===== src/rtl/complex_div_pkg.sv =====
// Shared widths, state encoding and Q8.8 saturation helper for the complex divider.
package complex_div_pkg;

  localparam int OP_W          = 8;            // operand width
  localparam int FRAC_BITS_DEF = 8;            // default fractional bits of the quotient
  localparam int Q_W           = 16;           // quotient width (Q8.8)
  localparam int DVD_W         = 25;           // divider dividend width: |num| << FRAC_BITS
  localparam int DEN_W         = 17;           // numerator / denominator width
  localparam int PROD_W        = 2 * OP_W;     // single multiplier product width

  // Q8.8 saturation limits
  localparam logic [Q_W-1:0]   Q_MAX     = 16'h7FFF;
  localparam logic [Q_W-1:0]   Q_MIN     = 16'h8000;
  localparam logic [DVD_W-1:0] POS_LIMIT = 25'd32767;
  localparam logic [DVD_W-1:0] NEG_LIMIT = 25'd32768;

  typedef enum logic [3:0] {
    IDLE,
    MUL0,
    MUL1,
    MUL2,
    MUL3,
    MUL4,
    MUL5,
    PREP,
    DIV_RE,
    DIV_IM,
    DONE
  } state_t;

  typedef struct packed {
    logic [Q_W-1:0] q;
    logic           sat;
  } qsat_t;

  // Apply the sign to a truncated magnitude and clamp to the signed 16-bit range.
  function automatic qsat_t saturate(input logic [DVD_W-1:0] mag, input logic neg);
    qsat_t r;
    if (neg) begin
      if (mag > NEG_LIMIT) begin
        r.q   = Q_MIN;
        r.sat = 1'b1;
      end else begin
        r.q   = Q_W'(DVD_W'(0) - mag);
        r.sat = 1'b0;
      end
    end else begin
      if (mag > POS_LIMIT) begin
        r.q   = Q_MAX;
        r.sat = 1'b1;
      end else begin
        r.q   = Q_W'(mag);
        r.sat = 1'b0;
      end
    end
    return r;
  endfunction

endpackage


===== src/rtl/complex_divider_serial_divider.sv =====
// Restoring divider, one quotient bit per clock. The start cycle already performs
// the first step, and done is asserted during the cycle whose edge produces the
// last bit, with the finished quotient presented combinationally alongside it.
module serial_divider
  import complex_div_pkg::*;
(
  input  logic             clk,
  input  logic             rst,
  input  logic             start,
  input  logic [DVD_W-1:0] dividend,
  input  logic [DEN_W-1:0] divisor,
  output logic             busy,
  output logic             done,
  output logic [DVD_W-1:0] quotient
);

  localparam logic [4:0] LAST = 5'(DVD_W - 1);

  logic [DEN_W-1:0] rem_q, rem_in, rem_nxt;
  logic [DVD_W-1:0] sh_q, sh_in, sh_nxt;
  logic [DEN_W:0]   partial, trial;
  logic [4:0]       cnt_q;
  logic             q_bit;

  // One restoring step: shift in the next dividend bit, subtract if it fits.
  always_comb begin
    // NOTE: every always_comb output gets a default first so no path can infer a latch.
    rem_nxt = '0;
    q_bit   = 1'b0;
    rem_in  = start ? '0 : rem_q;
    sh_in   = start ? dividend : sh_q;
    partial = {rem_in, sh_in[DVD_W-1]};
    trial   = partial - {1'b0, divisor};
    if (!trial[DEN_W]) begin
      rem_nxt = trial[DEN_W-1:0];
      q_bit   = 1'b1;
    end else begin
      rem_nxt = partial[DEN_W-1:0];
    end
    sh_nxt   = {sh_in[DVD_W-2:0], q_bit};
    done     = busy && (cnt_q == LAST);
    quotient = sh_nxt;
  end

  // Iteration state: remainder, dividend/quotient shift register and step count.
  always_ff @(posedge clk) begin
    // NOTE: sequential state uses non-blocking assignments so all registers update together.
    if (rst) begin
      busy  <= 1'b0;
      cnt_q <= '0;
      rem_q <= '0;
      sh_q  <= '0;
    end else if (start) begin
      busy  <= 1'b1;
      cnt_q <= 5'd1;
      rem_q <= rem_nxt;
      sh_q  <= sh_nxt;
    end else if (busy) begin
      rem_q <= rem_nxt;
      sh_q  <= sh_nxt;
      cnt_q <= cnt_q + 5'd1;
      if (cnt_q == LAST) busy <= 1'b0;
    end
  end

endmodule


===== src/rtl/complex_divider.sv =====
// Complex divider q = z / w in signed Q8.8: one shared 8x8 multiplier forms the six
// partial products, then one serial divider produces the real and imaginary parts.
module complex_divider
  import complex_div_pkg::*;
#(
  parameter int FRAC_BITS = FRAC_BITS_DEF
) (
  input  logic           clk,
  input  logic           rst,
  input  logic           in_valid,
  output logic           in_ready,
  input  logic [7:0]     a1,
  input  logic [7:0]     b1,
  input  logic [7:0]     a2,
  input  logic [7:0]     b2,
  output logic           out_valid,
  input  logic           out_ready,
  output logic [15:0]    q_re,
  output logic [15:0]    q_im,
  output logic           div_zero,
  output logic           sat
);

  state_t state_q, state_d;

  logic [OP_W-1:0]   a1_q, b1_q, a2_q, b2_q;
  logic [OP_W-1:0]   mul_x, mul_y;
  logic [PROD_W-1:0] prod;
  logic [PROD_W-1:0] p_a1a2, p_b1b2, p_b1a2, p_a1b2, p_a2a2, p_b2b2;

  logic [DEN_W-1:0]        re_num, den, im_abs;
  logic signed [DEN_W-1:0] im_num;
  logic [DEN_W-1:0]        re_mag_q, im_mag_q, den_q, num_sel;
  logic                    im_neg_q;

  logic             div_start, div_busy, div_done;
  logic [DVD_W-1:0] div_dividend, div_quotient;
  qsat_t            div_res;

  // State register.
  always_ff @(posedge clk) begin
    if (rst) state_q <= IDLE;
    else     state_q <= state_d;
  end

  // Next-state logic and handshake outputs.
  always_comb begin
    state_d   = state_q;
    in_ready  = 1'b0;
    out_valid = 1'b0;
    div_start = 1'b0;
    case (state_q)
      IDLE: begin
        in_ready = 1'b1;
        if (in_valid) state_d = MUL0;
      end
      MUL0: state_d = MUL1;
      MUL1: state_d = MUL2;
      MUL2: state_d = MUL3;
      MUL3: state_d = MUL4;
      MUL4: state_d = MUL5;
      MUL5: state_d = PREP;
      PREP: state_d = (den == '0) ? DONE : DIV_RE;
      DIV_RE: begin
        div_start = !div_busy;
        if (div_done) state_d = DIV_IM;
      end
      DIV_IM: begin
        div_start = !div_busy;
        if (div_done) state_d = DONE;
      end
      DONE: begin
        out_valid = 1'b1;
        if (out_ready) state_d = IDLE;
      end
      default: state_d = IDLE;
    endcase
  end

  // Operand routing for the single shared multiplier.
  always_comb begin
    mul_x = '0;
    mul_y = '0;
    case (state_q)
      MUL0: begin mul_x = a1_q; mul_y = a2_q; end
      MUL1: begin mul_x = b1_q; mul_y = b2_q; end
      MUL2: begin mul_x = b1_q; mul_y = a2_q; end
      MUL3: begin mul_x = a1_q; mul_y = b2_q; end
      MUL4: begin mul_x = a2_q; mul_y = a2_q; end
      MUL5: begin mul_x = b2_q; mul_y = b2_q; end
      default: ;
    endcase
  end

  assign prod = mul_x * mul_y;

  // Numerators and denominator from the stored products, plus divider operand selection.
  always_comb begin
    re_num       = {1'b0, p_a1a2} + {1'b0, p_b1b2};
    im_num       = $signed({1'b0, p_b1a2}) - $signed({1'b0, p_a1b2});
    den          = {1'b0, p_a2a2} + {1'b0, p_b2b2};
    im_abs       = im_num[DEN_W-1] ? DEN_W'(-im_num) : DEN_W'(im_num);
    num_sel      = (state_q == DIV_IM) ? im_mag_q : re_mag_q;
    div_dividend = DVD_W'(num_sel) << FRAC_BITS;
    div_res      = saturate(div_quotient, (state_q == DIV_IM) && im_neg_q);
  end

  serial_divider u_div (
    .clk      (clk),
    .rst      (rst),
    .start    (div_start),
    .dividend (div_dividend),
    .divisor  (den_q),
    .busy     (div_busy),
    .done     (div_done),
    .quotient (div_quotient)
  );

  // Datapath: operand capture, product storage, numerator prep and result registers.
  always_ff @(posedge clk) begin
    // NOTE: these are plain flops, not a memory array, so resetting all of them is cheap and keeps post-reset state clean.
    if (rst) begin
      a1_q     <= '0;
      b1_q     <= '0;
      a2_q     <= '0;
      b2_q     <= '0;
      p_a1a2   <= '0;
      p_b1b2   <= '0;
      p_b1a2   <= '0;
      p_a1b2   <= '0;
      p_a2a2   <= '0;
      p_b2b2   <= '0;
      re_mag_q <= '0;
      im_mag_q <= '0;
      im_neg_q <= 1'b0;
      den_q    <= '0;
      q_re     <= '0;
      q_im     <= '0;
      div_zero <= 1'b0;
      sat      <= 1'b0;
    end else begin
      case (state_q)
        IDLE: begin
          if (in_valid) begin
            a1_q <= a1;
            b1_q <= b1;
            a2_q <= a2;
            b2_q <= b2;
          end
        end
        MUL0: p_a1a2 <= prod;
        MUL1: p_b1b2 <= prod;
        MUL2: p_b1a2 <= prod;
        MUL3: p_a1b2 <= prod;
        MUL4: p_a2a2 <= prod;
        MUL5: p_b2b2 <= prod;
        PREP: begin
          re_mag_q <= re_num;
          im_mag_q <= im_abs;
          im_neg_q <= im_num[DEN_W-1];
          den_q    <= den;
          div_zero <= (den == '0);
          sat      <= 1'b0;
          if (den == '0) begin
            q_re <= '0;
            q_im <= '0;
          end
        end
        DIV_RE: begin
          if (div_done) begin
            q_re <= div_res.q;
            sat  <= div_res.sat;
          end
        end
        DIV_IM: begin
          if (div_done) begin
            q_im <= div_res.q;
            sat  <= sat | div_res.sat;
          end
        end
        default: ;
      endcase
    end
  end

endmodule


===== config.mk =====
export PLATFORM = sky130hd
export DESIGN_NAME = complex_divider
export DESIGN_NICKNAME = d
export VERILOG_FILES = /design/src/rtl/complex_div_pkg.sv /design/src/rtl/complex_divider_serial_divider.sv /design/src/rtl/complex_divider.sv
export SDC_FILE = /design/constraint.sdc
export NUM_CORES = 1
export LEC_CHECK = 0
export ABC_CLOCK_PERIOD_IN_PS = 18200
export CORE_ASPECT_RATIO = 1.25
export CORE_UTILIZATION = 56
export CTS_BUF_LIST = sky130_fd_sc_hd__clkbuf_8
export CTS_CLUSTER_SIZE = 20
export DETAILED_ROUTE_END_ITERATION = 10
export GPL_ROUTABILITY_DRIVEN = 0
export PLACE_DENSITY = 0.79
export SYNTH_ARGS = -nofsm -noshare
export SYNTH_HDL_FRONTEND = slang
export SYNTH_SLANG_ARGS = --single-unit

===== constraint.sdc =====
create_clock -name clk -period 18.2 [get_ports clk]
set_input_delay 2.73 -clock clk [delete_from_list [all_inputs] [get_ports clk]]
set_output_delay 2.73 -clock clk [all_outputs]
set_load 0.005 [all_outputs]

==> reports/qor.yml, run 1 <==
run_status:
  status: "finished clean"
sta:
  fin_ws_ns: 11.10
  maxSlewViolCount: 0
  fin_setup_tns_ns: 0
  rsz0062_at_grt: "false"
  hold_viol: 0
  worstMarginPinSlew_ns: 1.14
  period_share_pct: 39.0
  finalCriticalPeriod_ns: 7.10
  relSlewSlack_pct: 22.9
  skew_ns: 0.0412
  setup_viol: 0
  fmax_mhz: 141
floorplanning:
  core_mm2: 0.0294
  chipHeight_um: 196
  io_pins: 72
  initial_utilization_pct: 57.1
  num_rows: 70
  die-area_mm2: 0.0307
  die_w_um: 157
final_layout:
  nets: 2353
  layout-drive-gt1-share_pct: 6.09
  final-instance-count-excl-fill: 2595
  fill_cells: 2607
  syn2layout_area_growth_pct: 10.8
  num_antenna_cells: 0
  fin_area_mm2: 0.0186
synth:
  ys_types: 84
  synth_edf_count: 0
  ys.flop_type: "dfxtp_1"
  avgSynthCellArea_um2: 7.79
  syn_inst: 2156
  yosysSeqAreaShare_pct: 31.7
  synth_area_leaders: "dfxtp_1, ha_1, nand2_1"
  ys_seq_elements: 266
  synthArstFlopShare_pct: 0
  synth.cell_area_mm2: 0.0168
  synth_top_area_share_pct: 31.7
  yosys_warnings: 0
  synth_fp_nets: 2339
  netlist.top_cell.by_area: "dfxtp_1"
global_route:
  grt_usage_pct: 30.0
  grt_pass1_wl_um: 74000
  grt_pass1_vias: 14628
  grt-ovfl-total: 0
  antenna_found_initial: 1
  grt_start_max_net_pins: 107
placed_design:
  pre_cts_slack_ns: 11.19
  dpl-instance-area_mm2: 0.0177
  portBuffers: 71
  dp.cells: 2521
  hpwlAfterDp_um: 33100
clock_network:
  numCtsBuffers: 43
  cts.htree.levels: 2
  cts_resized: 0
  clk_root_buffer_cell: "clkbuf_8"
  cts_hold_buf: 0
  path_clk_slew_ns: 0.06
  cts_buffer_depth: 3
  post_cts_buffers: 0
  clkLatencyLatePin_ns: 0.60
  cts_tree: "yes"
  cts.sinks: 266
min_path:
  hp-class: "reg2reg"
  hold_depth: 2
  min_to: "re_mag_q[4]"
  worstHoldStart: "re_mag_q[4]"
route:
  drt-vias-per-instance: 5.98
  wl_met3_um: 2700
  antenna_left: 0
  num_vias: 15520
  wl_per_cell_um: 17.6
  wl_met2_um: 21800
  wl_met1_um: 18900
  drt_pre_antenna_iters: 8
  drc: 0
  drtIter0Drc: 1296
  routed_wl_um: 45800
  top_layer: "met5"
setup_path:
  critPathRequiredTime_ns: 18.62
  crit_buf_inv: 4
  r2r_cells: 21
  rrSetupSlack_ns: 11.10
  worstPathCellList: "nor2_1, nand2_1, nand2_1, a21boi_1, nor2_1, fa_1, inv_1, fa_1, inv_1, fa_1, inv_1, fa_1, inv_1, ha_1, a21boi_0, o21ai_0, a21oi_1, a21oi_1, a21oi_1, xnor2_1, a211oi_1"
  crit_path_top_delay_cell: "dfxtp_1"
  cpPeakStageDelay_ns: 0.80
  cp_max_fo: 25
  r2r_start: "state_q[3]"
  r2r-end: "p_a1a2[15]"
  cp-start-kind: "register"
  setup.worst_path.end_class: "register"
  worstPathArrival_ns: 7.52
  critPathKind: "reg2reg"
  crit_start: "state_q[3]"
  crit_family: "adder cells"
flow_run:
  cap_violations: 0
power_and_ir_drop:
  p_total_uw: 1290
  leakage_uw: 0.00713
  power_density_mw_per_mm2: 69.3
  peakVddDrop_uv: 45.4
[worst max-delay path by stage]
stage	cells after the start	slack, ns	endpoint
after global routing	21	10.63	p_b2b2[15]
after detailed placement	21	11.19	p_a1a2[15]
after CTS	20	11.16	p_a1a2[15]
after floorplan	24	12.16	p_b1b2[14]
final	21	11.10	p_a1a2[15]
after global placement	23	11.46	q_im[3]
[cells in the final DEF, fill, tap and decap left out, drive strengths merged, types with 24 or more instances in the layout]
| cell | count |
|---|---|
| nand3b | 36 |
| and2 | 24 |
| clkdlybuf4s50 | 70 |
| inv | 121 |
| nor2 | 230 |
| nand3 | 50 |
| clkbuf | 56 |
| xnor2 | 43 |
| nand2 | 329 |
| nand2b | 25 |
| nor3 | 43 |
| fa | 40 |
| ha | 107 |
| dfxtp | 266 |
| a211oi | 55 |
| o21ai | 64 |
| mux2i | 24 |
| a21oi | 224 |
[cells by family after synthesis]
logic type / synth area share, %
fa+ha+maj: 12.7
simple gates: 24.4
compound gates: 20.9
flops: 31.7
buf+inv: 5.52
xor+xnor: 3.28
mux: 1.50
[layout make-up]
type	count	area (µm²)	share of cell area [%]
Clock inverter	18	174	0.934
Tap cell	396	495	2.66
Multi-Input combinational cell	1657	10600	56.8
Sequential cell	266	5330	28.6
Timing Repair Buffer	89	847	4.55
Inverter	113	424	2.28
Clock buffer	56	771	4.14
[state kept, by name, indices dropped and copies added, names as in the netlist, 16 cells and up]
| name | count |
|---|---|
| u_div.sh_q | 25 |
| den_q | 17 |
| im_mag_q | 17 |
| re_mag_q | 17 |
| u_div.rem_q | 17 |
| p_a1a2 | 16 |
| p_a1b2 | 16 |
| p_a2a2 | 16 |
| p_b1a2 | 16 |
| p_b1b2 | 16 |
| p_b2b2 | 16 |
| q_im | 16 |
| q_re | 16 |
[worst reg2reg max path, stage by stage (launching register included)]
cell      delay (ns)
dfxtp_1         0.80
nor2_1          0.21
nand2_1         0.57
nand2_1         0.37
a21boi_1        0.67
nor2_1          0.16
fa_1            0.53
inv_1           0.05
fa_1            0.50
inv_1           0.06
fa_1            0.52
inv_1           0.05
fa_1            0.53
inv_1           0.04
ha_1            0.31
a21boi_0        0.15
o21ai_0         0.25
a21oi_1         0.16
a21oi_1         0.17
a21oi_1         0.09
xnor2_1         0.56
a211oi_1        0.17
[stage by stage]
stage               util [%]  hold WS, ns
detailed placement      60.0        0.445
floorplan                  -        0.431
global route            63.3        0.474
finish                  63.3        0.450
CTS                     63.3        0.451
global placement        60.0        0.437
[where the power goes]
group	leakage, µW	internal, µW	switching (µW)
Combinational	0.00447	40.5	79.7
Sequential	0.00215	591	9.79
Clock	0.000513	319	250
[layer usage]
metal | vias to the layer above | global-route usage, %
met5 | - | 0
met2 | 519 | 49.7
met1 | 7305 | 37.1
met4 | 2 | 16.5
met3 | 141 | 4.77
li1 | 7553 | -
[cells in the mapped netlist, types with 7 or more instances]
master     number
mux2i_1        24
a211oi_1       54
nand3_1        50
or3_1          23
fa_1           40
a311oi_1       16
o211ai_1       14
xnor2_1        43
buf_1          10
and2_1         23
a21boi_0        8
o2bb2ai_1      14
a21oi_1       224
or2_2          20
a21boi_1        7
ha_1          107
nor3_1         43
a222oi_1        7
and3_1         21
a31oi_1        11
nor2b_1        20
or4_1           8
o21a_1         15
o21bai_1        9
a21o_1         19
o21ai_0        63
inv_1         112
nand2_1       329
nand3b_1       36
a22o_1          9
nor2_1        230
dfxtp_1       266
xor2_1         20
nand4_1        10
o22ai_1        10
nand2b_1       25
nor4_1         14
clkbuf_1      101
o31ai_1        16
Power figures use the tool's default switching activity.
==> inputs of run 2 (changes only) <==
--- a/config.mk
+++ b/config.mk
@@ -5,7 +5,7 @@
 export SDC_FILE = /design/constraint.sdc
 export NUM_CORES = 1
 export LEC_CHECK = 0
-export ABC_CLOCK_PERIOD_IN_PS = 18200
+export ABC_CLOCK_PERIOD_IN_PS = 7100
 export CORE_ASPECT_RATIO = 1.25
 export CORE_UTILIZATION = 56
 export CTS_BUF_LIST = sky130_fd_sc_hd__clkbuf_8
==> constraint.sdc (replaced) <==
create_clock -name clk -period 7.1 [get_ports clk]
set_input_delay 1.065 -clock clk [delete_from_list [all_inputs] [get_ports clk]]
set_output_delay 1.065 -clock clk [all_outputs]
set_load 0.005 [all_outputs]
==> run 2 against run 1 <==
  * Global-route usage shrank 0.21 points
  * Critical path depth is the same
  * Flip-flop and latch count is the same
  * Clock power grew 140%
  * Critical path type unchanged
  * Largest cell class unchanged
  * Largest power group unchanged
==> reports/qor.yml, run 2 (synthesis results as in run 1) <==
run_status:
  status: "finished clean"  # unchanged
clock_network:
  path_clk_slew_ns: 0.07  # was 0.06 ns
  clkLatencyLatePin_ns: 0.59  # was 0.60 ns
  cts_tree: "yes"  # unchanged
  cts_buffer_depth: 3  # unchanged
  cts_resized: 0  # unchanged
  post_cts_buffers: 0  # unchanged
  numCtsBuffers: 43  # unchanged
  cts_hold_buf: 0  # unchanged
  clk_root_buffer_cell: "clkbuf_8"  # unchanged
  cts.htree.levels: 2  # unchanged
  cts.sinks: 266  # unchanged
power_and_ir_drop:
  p_total_uw: 3190  # was 1290 µW
  combPwrFrac_pct: 9.7  # was 9.3%
  power_density_mw_per_mm2: 172  # was 69.3 mW/mm²
  peakVddDrop_uv: 150  # was 45.4 µV
  leakage_uw: 0.00715  # was 0.00713 µW
  clock_power_share_pct: 42.1  # was 44.1%
  power.switching_uw: 856  # was 339 µW
  switching_share_pct: 26.8  # was 26.3%
  p_seq_share_pct: 48.2  # was 46.6%
  p_int_uw: 2340  # was 951 µW
setup_path:
  setup.worst_path.end: "p_a1a2[15]"  # unchanged
  setup.worst_path.end_class: "register"  # unchanged
  rrSetupSlack_ns: 0.42  # was 11.10 ns
  r2r-end: "p_a1a2[15]"  # unchanged
  crit_start: "state_q[1]"  # was state_q[3]
  worstPathArrival_ns: 7.10  # was 7.52 ns
  cp-start-kind: "register"  # unchanged
  critPathKind: "reg2reg"  # unchanged
  r2r_cells: 21  # unchanged
  critPathRequiredTime_ns: 7.52  # was 18.62 ns
  cp_max_fo: 14  # was 25
  r2r_start: "state_q[1]"  # was state_q[3]
final_layout:
  top_register: "u_div.sh_q"  # unchanged
  multi_input_comb_area_mm2: 0.0106  # unchanged
  nets: 2359  # was 2353
  largest_register_ffs: 25  # unchanged
  fill_cells: 2636  # was 2607
  final_common_cell: "nand2_1"  # unchanged
  regArea_mm2: 0.00533  # unchanged
  syn2layout_area_growth_pct: 10.7  # was 10.8%
  num_antenna_cells: 0  # unchanged
  layout-drive-gt1-share_pct: 6.25  # was 6.09%
  final_cell_mix: "nand2_1, dfxtp_1, nor2_1"  # unchanged
sta:
  fmax_mhz: 150  # was 141 MHz
  fin_setup_tns_ns: 0  # unchanged
  relSlewSlack_pct: 21.8  # was 22.9%
  worstMarginPinSlew_ns: 1.16  # was 1.14 ns
  hold_viol: 0  # unchanged
  period_share_pct: 94.1  # was 39.0%
  maxSlewViolCount: 0  # unchanged
  finalCriticalPeriod_ns: 6.68  # was 7.10 ns
  skew_ns: 0.0330  # was 0.0412 ns
  rsz0062_at_grt: "false"  # unchanged
  setup_viol: 0  # unchanged
route:
  routed_wl_um: 45400  # was 45800 µm
  antenna_left: 0  # unchanged
  drt_pre_antenna_iters: 6  # was 8
  drtIter0Drc: 1392  # was 1296
  wl_per_cell_um: 17.4  # was 17.6 µm
  num_vias: 15600  # was 15520
  drt-vias-per-instance: 5.99  # was 5.98
  drc: 0  # unchanged
global_route:
  grt_start_max_net_pins: 180  # was 107
  grt-ovfl-total: 0  # unchanged
  grt_pass1_vias: 14775  # was 14628
  grt_usage_pct: 29.8  # was 30.0%
  grt_pass1_wl_um: 73800  # was 74000 µm
  antenna_found_initial: 0  # was 1
floorplanning:
  die-area_mm2: 0.0307  # unchanged
  initial_utilization_pct: 57.1  # unchanged
  num_rows: 70  # unchanged
  chipHeight_um: 196  # unchanged
  io_pins: 72  # unchanged
  die_w_um: 157  # unchanged
  core_mm2: 0.0294  # unchanged
min_path:
  hp-class: "reg2reg"  # unchanged
placed_design:
  hpwlAfterDp_um: 32900  # was 33100 µm
  portBuffers: 71  # unchanged
flow_run:
  cap_violations: 0  # unchanged
## run 2: cell types whose count changed in the layout (fill, tap and decap cells not counted), sizes merged
cell | before | now
buf | 19 | 25
clkbuf | 56 | 57
inv | 121 | 126
clkinv | 6 | 5
bufinv | 3 | 0
clkinvlp | 1 | 2
## run 2: metrics by stage
step                      setup WS (ns)  instances  cell area [µm²]  utilization, %  hold slack (ns)
final                             0.418       2604            18600            63.2            0.453
after global routing             0.0787       2604            18600            63.2            0.466
after CTS                         0.482       2604            18600            63.2            0.454
after detailed placement          0.496       2527            17700            60.2            0.443
after global placement            0.644       2527            17700            60.2            0.439
after floorplan                    1.06       2156            16800               -            0.431
## run 2: worst min-delay path by stage
stage                      startpoint     endpoint  slack [ns]  depth (start not counted)
after floorplan           re_mag_q[9]  re_mag_q[9]        0.43                          2
after global placement    re_mag_q[5]  re_mag_q[5]        0.44                          2
after detailed placement     q_re[15]     q_re[15]        0.44                          1
after CTS                 re_mag_q[4]  re_mag_q[4]        0.45                          2
after global routing        p_a1b2[8]    p_a1b2[8]        0.47                          2
final                       p_a1b2[3]    p_a1b2[3]        0.45                          2
## run 2: per-layer routing
layer	vias up	global-route usage [%]	routed length, µm
li1	7585	-	-
met1	7314	36.3	18500
met2	569	50.4	21700
met3	132	4.59	3050
met4	0	15.6	2210
met5	-	0	0
## run 2: power by group through the flow
stage          sequential, µW  combinational [µW]  clock [µW]
2_1_floorplan            1560                 223           0
3_3_place_gp             1570                 299           0
3_5_place_dp             1570                 303           0
4_1_cts                  1540                 305        1360
5_1_grt                  1540                 337        1430
6_report                 1540                 310        1350
## run 2: critical path, stage by stage, from the launching register on
cell and delay, ns:
dfxtp_1 0.60, nand2_1 0.41, nor3_2 0.56, nand2_1 0.15, nand3_1 0.11, a21oi_1 0.14, or2_2 0.37, fa_1 0.53
fa_1 0.55, inv_1 0.05, fa_1 0.53, inv_1 0.05, fa_1 0.52, inv_1 0.04, ha_1 0.30, a21boi_0 0.15
o21ai_0 0.22, a21oi_1 0.14, a21oi_1 0.16, a21oi_1 0.09, xnor2_1 0.66, a211oi_1 0.17
## run 2: final cells by class
cell class                      count  share of cell area, %
Clock inverter                     20                  0.504
Multi-Input combinational cell   1657                   56.8
Timing Repair Buffer               95                   4.86
Sequential cell                   266                   28.6
Tap cell                          396                   2.66
Inverter                          113                   2.28
Clock buffer                       57                   4.22
